<file path="src/rtl/sha256_msg_padder.sv">
// SHA-256 padder feeding sha256_core byte-by-byte; core writes lag acceptance by one cycle; o_ready low outside IDLE/LOAD.
// Optional WAIT watchdog enabled by defining SHA_PAD_TIMEOUT_EN (TIMEOUT_CYC cycles, sets o_err).
module sha256_msg_padder #(
  parameter int          LEN_W       = 32,
  parameter logic [7:0]  CMD_ADDR    = 8'd66,
  parameter int          TIMEOUT_CYC = 4096
) (
  input  logic       i_clk,
  input  logic       i_rst,
  input  logic [7:0] i_byte,
  input  logic       i_valid,
  input  logic       i_last,
  input  logic       i_end,
  output logic       o_ready,
  output logic [7:0] o_w_addr,
  output logic [7:0] o_data8,
  output logic       o_we,
  input  logic       i_irq,
  output logic       o_busy,
  output logic       o_done,
  output logic       o_err
);

  localparam logic [2:0] S_IDLE  = 3'd0;
  localparam logic [2:0] S_LOAD  = 3'd1;
  localparam logic [2:0] S_PAD80 = 3'd2;
  localparam logic [2:0] S_PADZ  = 3'd3;
  localparam logic [2:0] S_LEN   = 3'd4;
  localparam logic [2:0] S_START = 3'd5;
  localparam logic [2:0] S_WAIT  = 3'd6;

  logic [2:0]       state_q, state_d;
  logic [2:0]       resume_q, resume_d;
  logic [6:0]       k_q, k_d;
  logic [LEN_W-1:0] cnt_q, cnt_d;
  logic             first_q, first_d;
  logic             final_q, final_d;
  logic             err_q, err_d;
  logic             done_q, done_d;
  logic             we_q, we_d;
  logic [7:0]       addr_q, addr_d;
  logic [7:0]       data_q, data_d;
  logic             irq_q;

  logic             idle;
  logic             take;
  logic             end_take;
  logic             irq_rise;
  logic [6:0]       k_cur;
  logic [LEN_W-1:0] cnt_cur;
  logic [63:0]      bit_len;
  logic [2:0]       len_sel;
  logic [7:0]       len_byte;

  assign idle     = (state_q == S_IDLE);
  assign o_ready  = idle | (state_q == S_LOAD);
  assign take     = i_valid & o_ready;
  assign end_take = i_end & ~i_valid & o_ready;
  assign irq_rise = i_irq & ~irq_q;
  // A new message restarts the block index and byte count from zero.
  assign k_cur    = idle ? 7'd0 : k_q;
  assign cnt_cur  = idle ? '0 : cnt_q;
  assign bit_len  = 64'(cnt_q) << 3;
  assign len_sel  = ~k_q[2:0];
  assign len_byte = bit_len[{len_sel, 3'b000} +: 8];

`ifdef SHA_PAD_TIMEOUT_EN
  logic [31:0] wcnt_q, wcnt_d;
`endif

  always_comb begin
    state_d  = state_q;
    resume_d = resume_q;
    k_d      = k_q;
    cnt_d    = cnt_q;
    first_d  = first_q;
    final_d  = final_q;
    err_d    = err_q;
    done_d   = 1'b0;
    we_d     = 1'b0;
    addr_d   = addr_q;
    data_d   = data_q;
`ifdef SHA_PAD_TIMEOUT_EN
    wcnt_d   = wcnt_q;
`endif
    case (state_q)
      S_IDLE, S_LOAD: begin
        if (idle && (take || end_take)) begin
          first_d = 1'b1;
          final_d = 1'b0;
        end
        if (take) begin
          we_d   = 1'b1;
          addr_d = {2'b00, ~k_cur[5:0]};
          data_d = i_byte;
          k_d    = k_cur + 7'd1;
          cnt_d  = cnt_cur + 1'b1;
          err_d  = (idle ? 1'b0 : err_q) | (&cnt_cur);
          if (i_last) begin
            state_d = S_PAD80;
          end else if (k_cur == 7'd63) begin
            state_d  = S_START;
            resume_d = S_LOAD;
          end else begin
            state_d = S_LOAD;
          end
        end else if (end_take) begin
          k_d     = k_cur;
          cnt_d   = cnt_cur;
          state_d = S_PAD80;
        end
      end
      S_PAD80: begin
        if (k_q[6]) begin
          state_d  = S_START;
          resume_d = S_PAD80;
        end else begin
          we_d    = 1'b1;
          addr_d  = {2'b00, ~k_q[5:0]};
          data_d  = 8'h80;
          k_d     = k_q + 7'd1;
          state_d = S_PADZ;
        end
      end
      S_PADZ: begin
        if (k_q == 7'd56) begin
          state_d = S_LEN;
        end else if (k_q[6]) begin
          state_d  = S_START;
          resume_d = S_PADZ;
        end else begin
          we_d   = 1'b1;
          addr_d = {2'b00, ~k_q[5:0]};
          data_d = 8'h00;
          k_d    = k_q + 7'd1;
        end
      end
      S_LEN: begin
        we_d   = 1'b1;
        addr_d = {2'b00, ~k_q[5:0]};
        data_d = len_byte;
        k_d    = k_q + 7'd1;
        if (k_q == 7'd63) begin
          state_d = S_START;
          final_d = 1'b1;
        end
      end
      S_START: begin
        we_d    = 1'b1;
        addr_d  = CMD_ADDR;
        data_d  = first_q ? 8'h01 : 8'h02;
        first_d = 1'b0;
        state_d = S_WAIT;
`ifdef SHA_PAD_TIMEOUT_EN
        wcnt_d  = '0;
`endif
      end
      S_WAIT: begin
        // Only a fresh rising edge counts; a level left high from before START is ignored.
        if (irq_rise) begin
          if (final_q) begin
            done_d  = 1'b1;
            final_d = 1'b0;
            state_d = S_IDLE;
          end else begin
            k_d     = 7'd0;
            state_d = resume_q;
          end
        end
`ifdef SHA_PAD_TIMEOUT_EN
        else if (wcnt_q == 32'(TIMEOUT_CYC - 1)) begin
          err_d   = 1'b1;
          final_d = 1'b0;
          state_d = S_IDLE;
        end else begin
          wcnt_d = wcnt_q + 32'd1;
        end
`endif
      end
      default: state_d = S_IDLE;
    endcase
  end

  always_ff @(posedge i_clk) begin
    if (i_rst) begin
      state_q  <= S_IDLE;
      resume_q <= S_LOAD;
      k_q      <= '0;
      cnt_q    <= '0;
      first_q  <= 1'b0;
      final_q  <= 1'b0;
      err_q    <= 1'b0;
      done_q   <= 1'b0;
      we_q     <= 1'b0;
      addr_q   <= '0;
      data_q   <= '0;
      irq_q    <= 1'b0;
    end else begin
      state_q  <= state_d;
      resume_q <= resume_d;
      k_q      <= k_d;
      cnt_q    <= cnt_d;
      first_q  <= first_d;
      final_q  <= final_d;
      err_q    <= err_d;
      done_q   <= done_d;
      we_q     <= we_d;
      addr_q   <= addr_d;
      data_q   <= data_d;
      irq_q    <= i_irq;
    end
  end

`ifdef SHA_PAD_TIMEOUT_EN
  always_ff @(posedge i_clk) begin
    if (i_rst) wcnt_q <= '0;
    else       wcnt_q <= wcnt_d;
  end
`endif

  assign o_we     = we_q;
  assign o_w_addr = addr_q;
  assign o_data8  = data_q;
  assign o_busy   = ~idle;
  assign o_done   = done_q;
  assign o_err    = err_q;

endmodule

</file>
<file path="config.mk">
export PLATFORM = sky130hd
export DESIGN_NAME = sha256_msg_padder
export DESIGN_NICKNAME = d
export VERILOG_FILES = /design/src/rtl/sha256_msg_padder.sv
export SDC_FILE = /design/constraint.sdc
export NUM_CORES = 1
export LEC_CHECK = 0
export CAP_MARGIN = 20
export CORE_AREA = 3 3 109 111
export DETAILED_ROUTE_END_ITERATION = 7
export DIE_AREA = 0 0 112 114
export SLEW_MARGIN = 20
export SYNTH_ARGS = -nofsm -noshare
export SYNTH_HDL_FRONTEND = slang
export SYNTH_SLANG_ARGS = --single-unit
</file>
<file path="constraint.sdc">
create_clock -name i_clk -period 3.85 [get_ports i_clk]
set_input_delay 0.385 -clock i_clk [delete_from_list [all_inputs] [get_ports i_clk]]
set_output_delay 0.385 -clock i_clk [all_outputs]
set_load 0.01 [all_outputs]
</file>
After elaboration in Yosys (flattened, before gate mapping) --
Cells that the tools add are included.
Word-level totals: register bits 67, input bits 14, output and inout port bits 21, logic and storage cells 126
Cells by class: add/sub/neg operators 3, eq/ne operators 23, shift operators 1, muxes and demuxes 51, bitwise logic cells 14, reduce and logical (&&, ||, !) cells 22
Operator list (number):
- $mux 32 | 3
- $pmux 8 s5 | 2
- $shiftx 64x7->8 | 1
- $mux 8 | 7
- $mux 7 | 7
- $mux 3 | 16
- $pmux 7 s5 | 1
- $add 32x1->32 const B | 1
- $reduce_and 32->1 | 1
- $ne 2x2->1 const B | 12
- $eq 7x6->1 const B | 3
- $pmux 3 s6 | 1
- $add 7x1->7 const B | 2
- $not 6->6 | 2
- $reduce_and 5->1 | 2
- $reduce_bool 5->1 | 2
- $eq 3x3->1 const B | 3
- $mux 1 | 9
- $pmux 3 s3 | 1
- $reduce_and 4->1 | 2
- $reduce_and 7->1 | 1
- $eq 3x2->1 const B | 2
- $ne 3x3->1 const B | 2
- $reduce_and 2->1 | 3
- other kinds (17) | 28

Logic depth before layout (Yosys ltp) --
Gate-level depths: netlist of the first run.
word-level depth 7, mapped depth 13, depth with buffers taken out 9

Least setup slack after synthesis of the first run --
No wires, ideal clock.
path type reg-to-reg, start reg state_q[1], end reg cnt_q[26], library setup time 0.118 ns, data arrival time 2.539 ns, data required time 3.732 ns, slack 1.193 ns, cell stages (with the launch flop) 14, path buffers 4, clock period less this slack 2.657 ns, path through dfxtp_1 buf_2 nor3_4 inv_2 buf_6 clkbuf_1 and2_1 ha_1 and4_1 clkbuf_1 nand3b_1 nor4_4 nand2_1 mux2i_1
On the way: word-level cells in the longest chain between the ends 5, elaborated cells between the ends (all ways) 12, classes of those cells add/sub (1); eq/ne (1); mux (3); bitwise (3); reduce/logical (4)
RTL lines:
- from (decl) | line 32 | logic [2:0] state_q, state_d;
- from (signal assigned) | line 199 | state_q <= state_d;
- branches (longest 5 deep; another with $add 32x1->32)
- to (signal assigned) | line 202 | cnt_q <= cnt_d;
- to (decl) | line 35 | logic [LEN_W-1:0] cnt_q, cnt_d;
Several ways; the timed one is not identified. The select of a mux whose other input is x is not followed. A chain may end at the register's enable or synchronous reset.

Worst setup path in the final report of the first run --
start reg state_q[2], end reg cnt_q[26]
Same word-level chain as after synthesis.

==> flow_metrics.tcl, run 1 <==
set metrics [dict create \
    crit_path_end "cnt_q[26]" \
    internal_power_uw 1590 \
    yosys-top-cells-count "86 x nand2_1, 65 x dfxtp_1, 47 x nor2_1" \
    grt_pass1_vias 3728 \
    p_leak_uw 0.00171 \
    required_ns 4.09 \
    switching_power_uw 1140 \
    vias_per_cell 5.72 \
    n_antenna_cell 0 \
    die_w_um 112 \
    gp_congestion 0.921 \
    placed_cell_area_um2 4430 \
    drc_errors 0 \
    clockBufferDepth 2 \
    seqPwrFrac_pct 31.9 \
    wirelength_mm 11.4 \
    syn_inst 517 \
    grt_max_degree 28 \
    die_h_um 114 \
    hold_path.class "reg -> reg" \
    core_area_um2 10900 \
    clockRootBuffer "clkbuf_8" \
    finalHoldViolations 0 \
    pwr-share-clk_pct 22.2 \
    cts_tree "built" \
    status "finished, final reports clean" \
    fin_crit_ns 3.05 \
    row_count 38 \
    nets 553 \
    crit_chain "nor3_4 > inv_2 > and2_1 > ha_1 > and4_1 > nand3b_1 > nor4_4 > nand2_1 > mux2i_1" \
    report.final.slew_viol_count 0 \
    worstSetupStartpoint "state_q[2]" \
    portBuffers 33 \
    synth_area_per_cell_um2 7.86 \
    timing.rr.end "cnt_q[26]" \
    initial_core_util_pct 37.3 \
    cts_buffers 9 \
    ios 35 \
    synthesis.nets 540 \
    hpwl_mm 8.17 \
    synth_top_area_share_pct 32.0 \
    yosys.area.top_type "dfxtp_1" \
    fp.dieArea_um2 12800 \
    post_cts_buffers 0 \
    reg2reg_depth 9 \
    area_delta_synth_final_pct 14.1 \
    synth_most_common_cell "nand2_1" \
    slowest_delay_ns 0.78 \
    rr_startpoint "state_q[2]" \
    final_util_pct 42.6 \
    cts_resized 0 \
    crit_type "reg -> reg" \
    yosysWarnings 0 \
    crit_arrival_ns 3.29 \
    htreeDepth 3 \
    cpMaxStageDelayCell "dfxtp_1" \
    setup_viol 0 \
    async_flop_share_pct 0 \
    finalInstanceArea_um2 4630 \
    antenna_found_initial 0 \
    first_iter_violations 313 \
    grtUsageTotal_pct 18.1 \
    drive_gt1_share_pct 8.04 \
    clk_latency_ns 0.35 \
    tns_ns 0 \
    grt_pass1_wl_mm 18.9 \
    path_clk_slew_ns 0.07 \
    grt-ovfl-total 0 \
    fin_worst_skew_ns 0.00590 \
    ys_types 64 \
    nFillCells 1100 \
    yosys_most_used_dff "dfxtp_1" \
    p_total_uw 2720 \
    timing.final.crit_share_pct 79.2 \
    pwr-share-comb_pct 45.8 \
    tightest_slew_ns 0.827 \
    via_count 3859 \
    wl_per_cell_um 16.9 \
    ys_ff_latch 65 \
    ant_nets 0 \
    p_sw_share_pct 41.8 \
    ctsHoldBuffers 0 \
    synth-edff-count 0 \
    cts_num_sinks 65 \
    cap_violations 0 \
    relSlewSlack_pct 44.7 \
    rsz0062_at_grt "false" \
    yosysSeqAreaShare_pct 32.0 \
    critPathMaxFanout 20 \
    cp-start-kind "flop" \
    ys_top_cells_by_area "dfxtp_1 32%, nand2_1 7.9%, nor2_1 4.3%" \
    crit_path_end_kind "flop" \
    drtPass1Iterations 5 \
    syn-cell-area_um2 4060 \
    ir_drop_v 0.000251 \
    powerDensity_nw_per_um2 588 \
    fmax_mhz 328 \
    r2r_slack_ns 0.80 \
]
-- power groups by stage --
stage | clock (µW) | combinational [µW] | sequential [µW]
finish | 606 | 1250 | 870
global route | 651 | 1380 | 882
CTS | 621 | 1230 | 866
detailed placement | 0 | 1230 | 880
global placement | 0 | 1220 | 876
floorplan | 0 | 920 | 840
-- metrics by stage --
stage / setup WS (ns) / hold WS, ns / instances
2_1_floorplan: 1.19 / 0.446 / 517
3_3_place_gp: 0.931 / 0.444 / 659
3_5_place_dp: 0.877 / 0.449 / 659
4_1_cts: 0.865 / 0.458 / 675
5_1_grt: 0.545 / 0.473 / 675
6_report: 0.801 / 0.454 / 675
-- cell type report --
cell class                 instances  area, µm²  area share (%)
inverter                          13       48.8            1.05
clock inverter                     2       35.0           0.756
sequential                        65       1300            28.1
clock buffer                      14        173            3.73
tap                              140        175            3.78
timing repair buffer              40        378            8.15
multi-input combinational        401       2520            54.5
-- state kept, by name, indices dropped and copies added, names as in the netlist --
signal    count
irq_q         1
o_we          1
state_q       3
final_q       1
o_w_addr      7
o_data8       8
o_done        1
resume_q      2
k_q           7
o_err         1
first_q       1
cnt_q        32
-- metal layers --
layer | track usage (%) | up-vias | share of wire, % | wire length [µm]
met4 | 5.85 | 0 | 2.2 | 253
li1 | - | 1874 | - | -
met1 | 23.0 | 1835 | 44 | 5030
met3 | 4.24 | 24 | 5.8 | 659
met5 | 0 | - | 0 | 0
met2 | 30.6 | 126 | 48 | 5480
-- worst max-delay path: cells and delay by family, from the launching register on --
family / cells / cell delay [ns]
DFF: 1 / 0.78
adders and majority gates: 1 / 0.16
muxes: 1 / 0.13
buffers and inverters: 1 / 0.32
and+or+nand+nor: 6 / 1.53
-- worst min-delay path by stage --
stage	from	end	slack, ns	depth (start not counted)
4_1_cts	o_w_addr[6]	o_w_addr[6]	0.46	2
3_3_place_gp	o_w_addr[2]	o_w_addr[2]	0.44	2
5_1_grt	o_w_addr[6]	o_w_addr[6]	0.47	2
2_1_floorplan	resume_q[0]	resume_q[0]	0.45	2
6_report	o_w_addr[6]	o_w_addr[6]	0.45	2
3_5_place_dp	o_w_addr[6]	o_w_addr[6]	0.45	2
-- cells by family (layout without fill, tap and decap cells) --
kind of cell	count (synthesis)	in the layout	synth area share (%)
AO/OA/AOI/OAI	98	98	16.8
XOR/XNOR	19	19	4.10
adder cells (fa/ha/maj)	9	9	2.77
buffers and inverters	51	69	5.85
flip-flops	65	65	32.0
multiplexers	20	20	6.47
other	1	1	0.0923
AND/OR/NAND/NOR	254	254	31.9
-- layout by cell type, fill, tap and decap left out, types with 2 or more instances in the layout --
master | netlist | routed
a211oi_1 | 3 | 3
ha_1 | 9 | 9
nor3b_1 | 2 | 2
a31oi_1 | 4 | 4
nand2b_1 | 12 | 12
o32a_1 | 2 | 2
a21oi_1 | 27 | 27
nor2b_1 | 6 | 6
inv_1 | 12 | 12
xor2_1 | 11 | 11
a21boi_0 | 2 | 2
nand4_1 | 20 | 20
and4_1 | 5 | 5
clkbuf_1 | 18 | 2
a211o_1 | 5 | 5
o22ai_1 | 2 | 2
a311oi_1 | 9 | 9
nor3_1 | 16 | 16
buf_4 | 2 | 7
xnor2_1 | 8 | 8
nand3b_1 | 9 | 9
dfxtp_1 | 65 | 65
and2_1 | 6 | 6
o31ai_1 | 6 | 6
nand3_1 | 20 | 20
or2_2 | 4 | 4
o32ai_1 | 3 | 3
mux4_2 | 5 | 5
o21ai_0 | 12 | 12
o211ai_1 | 5 | 5
a22oi_1 | 2 | 2
and3b_1 | 2 | 2
clkbuf_8 | 0 | 12
clkdlybuf4s50_1 | 0 | 32
nor2_1 | 47 | 47
nand2_1 | 86 | 86
mux2i_1 | 15 | 15
and3_1 | 9 | 9
a31o_2 | 4 | 4
Power figures use the tool's default switching activity.
==> run 2: changes to the inputs <==
==> constraint.sdc (replaced) <==
create_clock -name i_clk -period 3 [get_ports i_clk]
set_input_delay 0.3 -clock i_clk [delete_from_list [all_inputs] [get_ports i_clk]]
set_output_delay 0.3 -clock i_clk [all_outputs]
set_load 0.01 [all_outputs]
==> run 2 against run 1 <==
  * Clock skew about the same
  * Clock-buffer cell count down 1
  * Die area unchanged
  * Utilization up 0.45 points
  * Fmax up 15%
  * Sequential cell count unchanged
==> flow_metrics.tcl, run 2 (synthesis gave the netlist of run 1 again) <==
set metrics [dict create \
    fp.dieArea_um2 12800 \
    drive_gt1_share_pct 9.74 \
    hold_path.class "in -> reg" \
    ir_drop_v 0.000348 \
    multiInputGateArea_um2 2520 \
    cts_num_sinks 65 \
    grtUsageTotal_pct 19.4 \
    path_clk_slew_ns 0.07 \
    crit_type "reg -> reg" \
    clockBufferDepth 2 \
    cts_resized 0 \
    clk_latency_ns 0.36 \
    p_leak_uw 0.00175 \
    critPathMaxFanout 12 \
    final_cell_mix "86 x nand2_1, 65 x dfxtp_1, 47 x nor2_1, 32 x clkdlybuf4s50_1, 27 x a21oi_1" \
    initial_core_util_pct 37.3 \
    antenna_found_initial 0 \
    cp-start-kind "flop" \
    fin_worst_skew_ns 0.00620 \
    drc_errors 0 \
    gp_congestion 0.899 \
    cts_buffers 9 \
    top_register "cnt_q" \
    worst_slack_ns 0.354 \
    drtPass1Iterations 4 \
    report.final.slew_viol_count 0 \
    required_ns 3.27 \
    cap_violations 0 \
    rsz0062_at_grt "false" \
    grt-ovfl-total 0 \
    layout.cells.most_common "nand2_1" \
    powerDensity_nw_per_um2 751 \
    vias_per_cell 5.66 \
    fmax_mhz 378 \
    timing.final.crit_share_pct 88.2 \
    ios 35 \
    relSlewSlack_pct 43.4 \
    n_antenna_cell 0 \
    crit_arrival_ns 2.91 \
    dp_worst_setup_slack_ns 0.448 \
    htreeDepth 3 \
    ant_nets 0 \
    die_w_um 112 \
    nFillCells 1114 \
    nets 563 \
    finalHoldViolations 0 \
    setup_viol 0 \
    post_cts_buffers 0 \
    tns_ns 0 \
    grt_max_degree 31 \
    core_area_um2 10900 \
    grt_pass1_wl_mm 19.9 \
    tightest_slew_ns 0.849 \
    seq_area_um2 1300 \
    die_h_um 114 \
    crit_path_end_kind "flop" \
    cts_tree "built" \
    clockRootBuffer "clkbuf_8" \
    p_total_uw 3520 \
    via_count 3871 \
    fin_crit_ns 2.65 \
    placed_cell_area_um2 4500 \
    portBuffers 33 \
    row_count 38 \
    wirelength_mm 12.1 \
    first_iter_violations 257 \
    area_delta_synth_final_pct 15.3 \
    finalInstanceArea_um2 4680 \
    status "finished, final reports clean" \
    final_util_pct 43.0 \
    ctsHoldBuffers 0 \
    hpwl_mm 8.83 \
    largest_reg_flops 32 \
    wl_per_cell_um 17.7 \
    grt_pass1_vias 3811 \
]
## run 2: changes by cell type in the layout (fill, tap and decap cells not counted), sizes merged
| cell | delta |
|---|---|
| buf | +10 |
| clkbuf | -1 |
| clkinvlp | +1 |
| bufinv | -1 |
## run 2: power breakdown
group          total, µW  leakage [µW]  switching, µW  internal (µW)
logic               1740       0.00113           1070            675
clock network        708     0.0000915            346            362
registers           1060      0.000530           87.6            977
total               3520       0.00175           1500           2010
## run 2: critical path, cell delays in order, from the launching register on
cell and delay [ns]:
dfxtp_1 0.53, inv_1 0.22, ha_1 0.39, buf_4 0.22, nor3_1 0.48, a21oi_1 0.07
nor4bb_1 0.18, buf_4 0.19, a21boi_0 0.13, o32ai_1 0.15
## run 2: path summary, 6_finish.rpt
| kind | start | to | slack (ns) | cells past startpoint |
|---|---|---|---|---|
| setup / recovery | state_q[1] | k_q[5] | 0.35 | 9 |
| setup reg to reg | state_q[1] | k_q[5] | 0.35 | 9 |
| hold / removal | i_rst | o_w_addr[0] | 0.32 | 2 |
| hold reg to reg | o_w_addr[2] | o_w_addr[2] | 0.46 | 2 |
## run 2: metrics by stage
step / hold WS, ns / cells
final: 0.321 / 684
after global routing: 0.348 / 684
after CTS: 0.319 / 684
after detailed placement: 0.447 / 669
after global placement: 0.445 / 669
after floorplan: 0.379 / 517
## run 2: final cells by class
class | instances | share of cell area (%)
Inverter | 13 | 1.04
Timing Repair Buffer | 50 | 9.67
Multi-Input combinational cell | 401 | 53.9
Clock inverter | 2 | 0.267
Sequential cell | 65 | 27.8
Tap cell | 140 | 3.74
Clock buffer | 13 | 3.61
## run 2: metal layers
metal	vias up	wire (µm)	GRT usage (%)	part of all wire, %
met3	16	550	3.82	4.5
li1	1901	-	-	-
met1	1865	5260	24.2	43
met4	0	178	5.85	1.5
met2	89	6150	34.0	51
met5	-	0	0	0
==> patch: new RTL, flow settings as in run 2 <==
Take the reset off `k_q`, `addr_q` and `data_q` and load them in a clocked block of their own.
--- a/src/rtl/sha256_msg_padder.sv
+++ b/src/rtl/sha256_msg_padder.sv
@@ -187,3 +187,2 @@
       resume_q <= S_LOAD;
-      k_q      <= '0;
       cnt_q    <= '0;
@@ -194,4 +193,2 @@
       we_q     <= 1'b0;
-      addr_q   <= '0;
-      data_q   <= '0;
       irq_q    <= 1'b0;
@@ -200,3 +197,2 @@
       resume_q <= resume_d;
-      k_q      <= k_d;
       cnt_q    <= cnt_d;
@@ -207,6 +203,10 @@
       we_q     <= we_d;
-      addr_q   <= addr_d;
-      data_q   <= data_d;
       irq_q    <= i_irq;
     end
+  end
+
+  always_ff @(posedge i_clk) begin
+    k_q    <= k_d;
+    addr_q <= addr_d;
+    data_q <= data_d;
   end
Check against the original RTL: not equivalent (a bounded check fails within 4 cycles, from zero or initial values and one cycle with i_rst high).
==> patch against run 2 <==
- design area down 3.6%
- synthesized cell count decreased by 15%
- area after synthesis fell by 6.1%
- sequential power up 25%
- wire length is 14% lower
- clock power shrank 8.2%
- core utilization is 1.5 points lower
- worst setup slack better by 0.18 ns
- total power is 7.4% higher
- sequential cell count unchanged
- largest power group unchanged
==> patch: results <==
[logic_synthesis]
postSynthNetCount = 460
synth_compound_area_share_pct = 19.1
list_of_most_frequent_post_synthesis_cells = "49 x sky130_fd_sc_hd__nand2_1, 44 x sky130_fd_sc_hd__nor2_1, 43 x sky130_fd_sc_hd__dfxtp_1"
yosys.area_share.adder_pct = 2.95
synth.yosys.seq_area_share_pct = 39.9
synth.area.top_cells = "sky130_fd_sc_hd__dfxtp_1 23%, sky130_fd_sc_hd__edfxtp_1 17%, sky130_fd_sc_hd__nand2_1 4.8%"
synth-edff-count = 22
muxShareOfSynthArea_pct = 4.82
netlist_instances = 437
synth-xor-area-share_pct = 4.13
yosysUniqueCellTypes = 61

[finish]
layoutNonFillerInstCount = 619
num-fill-cells = 1097
fin_nets = 497
layout-drive-gt1-share_pct = 9.19
register_area_um2 = 1520

[clock_network]
clockBufferDepth = 2
resized_after_cts = 0
cts_max_level = 3
clk_transition_reported_paths_ns = 0.07

[setup_path]
cp-endpoint = "resume_q[1]$_SDFFE_PP0P_"
critical_path_arrival_ns = 2.68

[detailed_routing]
detail_route.first_pass.iterations = 5
met2_wirelength_um = 4460
wl_per_cell_um = 16.9
drt_first_iter_violations = 367
vias = 3422
wl_met1_um = 5090
dr_wl_met3_um = 711

[power]
p_seq_mw = 1.33
p_comb_share_pct = 47.6
p_leak_nw = 1.56
worst_case_vdd_ir_drop_v = 0.000398
p_seq_share_pct = 35.2
netsw_mw = 1.54

[sta]
hold-worst-slack_ns = 0.466
max-slew-margin-rel_pct = 58.5
setup_slack_ns = 0.538
finClkSkew_ns = 0.00859

[outcome]
status = "finished clean"

[global_route]
grt_max_degree = 32
grt_pass1_vias = 3184
global_route.usage.met3_pct = 3.66
groute.usage.overall_pct = 16.7
grt_use_met1_pct = 24.5
global_route_wire_length_before_repair_um = 17000
gr-usage-met2_pct = 24.2

[hold_path]
hold_class = "flip-flop to flip-flop"
worst_min_delay_path_endpoint = "o_err$_SDFFE_PP0P_"
min-delay-start = "o_err$_SDFFE_PP0P_"

[placed_design]
dpl.cell_count = 603
gpl.final_weighted_congestion = 0.891
dp.final_hpwl_um = 7510
placed_cell_area_um2 = 4350
dp_worst_setup_slack_ns = 0.605
==> patch: cell type report <==
class / count / area share, %
Clock buffer: 11 / 3.13
Clock inverter: 5 / 0.471
Sequential cell: 65 / 33.7
Inverter: 20 / 1.66
Multi-Input combinational cell: 327 / 46.9
Tap cell: 140 / 3.88
Timing Repair Buffer: 51 / 10.3
==> patch: worst max-delay path: stages, from the launching register on <==
cell and delay, ns:
sky130_fd_sc_hd__dfxtp_1 0.54, sky130_fd_sc_hd__nor3_1 0.13, sky130_fd_sc_hd__buf_4 0.20, sky130_fd_sc_hd__nor2_1 0.20, sky130_fd_sc_hd__ha_1 0.28, sky130_fd_sc_hd__nor3b_1 0.29, sky130_fd_sc_hd__nand4_1 0.13, sky130_fd_sc_hd__a21oi_1 0.29
sky130_fd_sc_hd__mux2i_1 0.22, sky130_fd_sc_hd__nor2_1 0.06
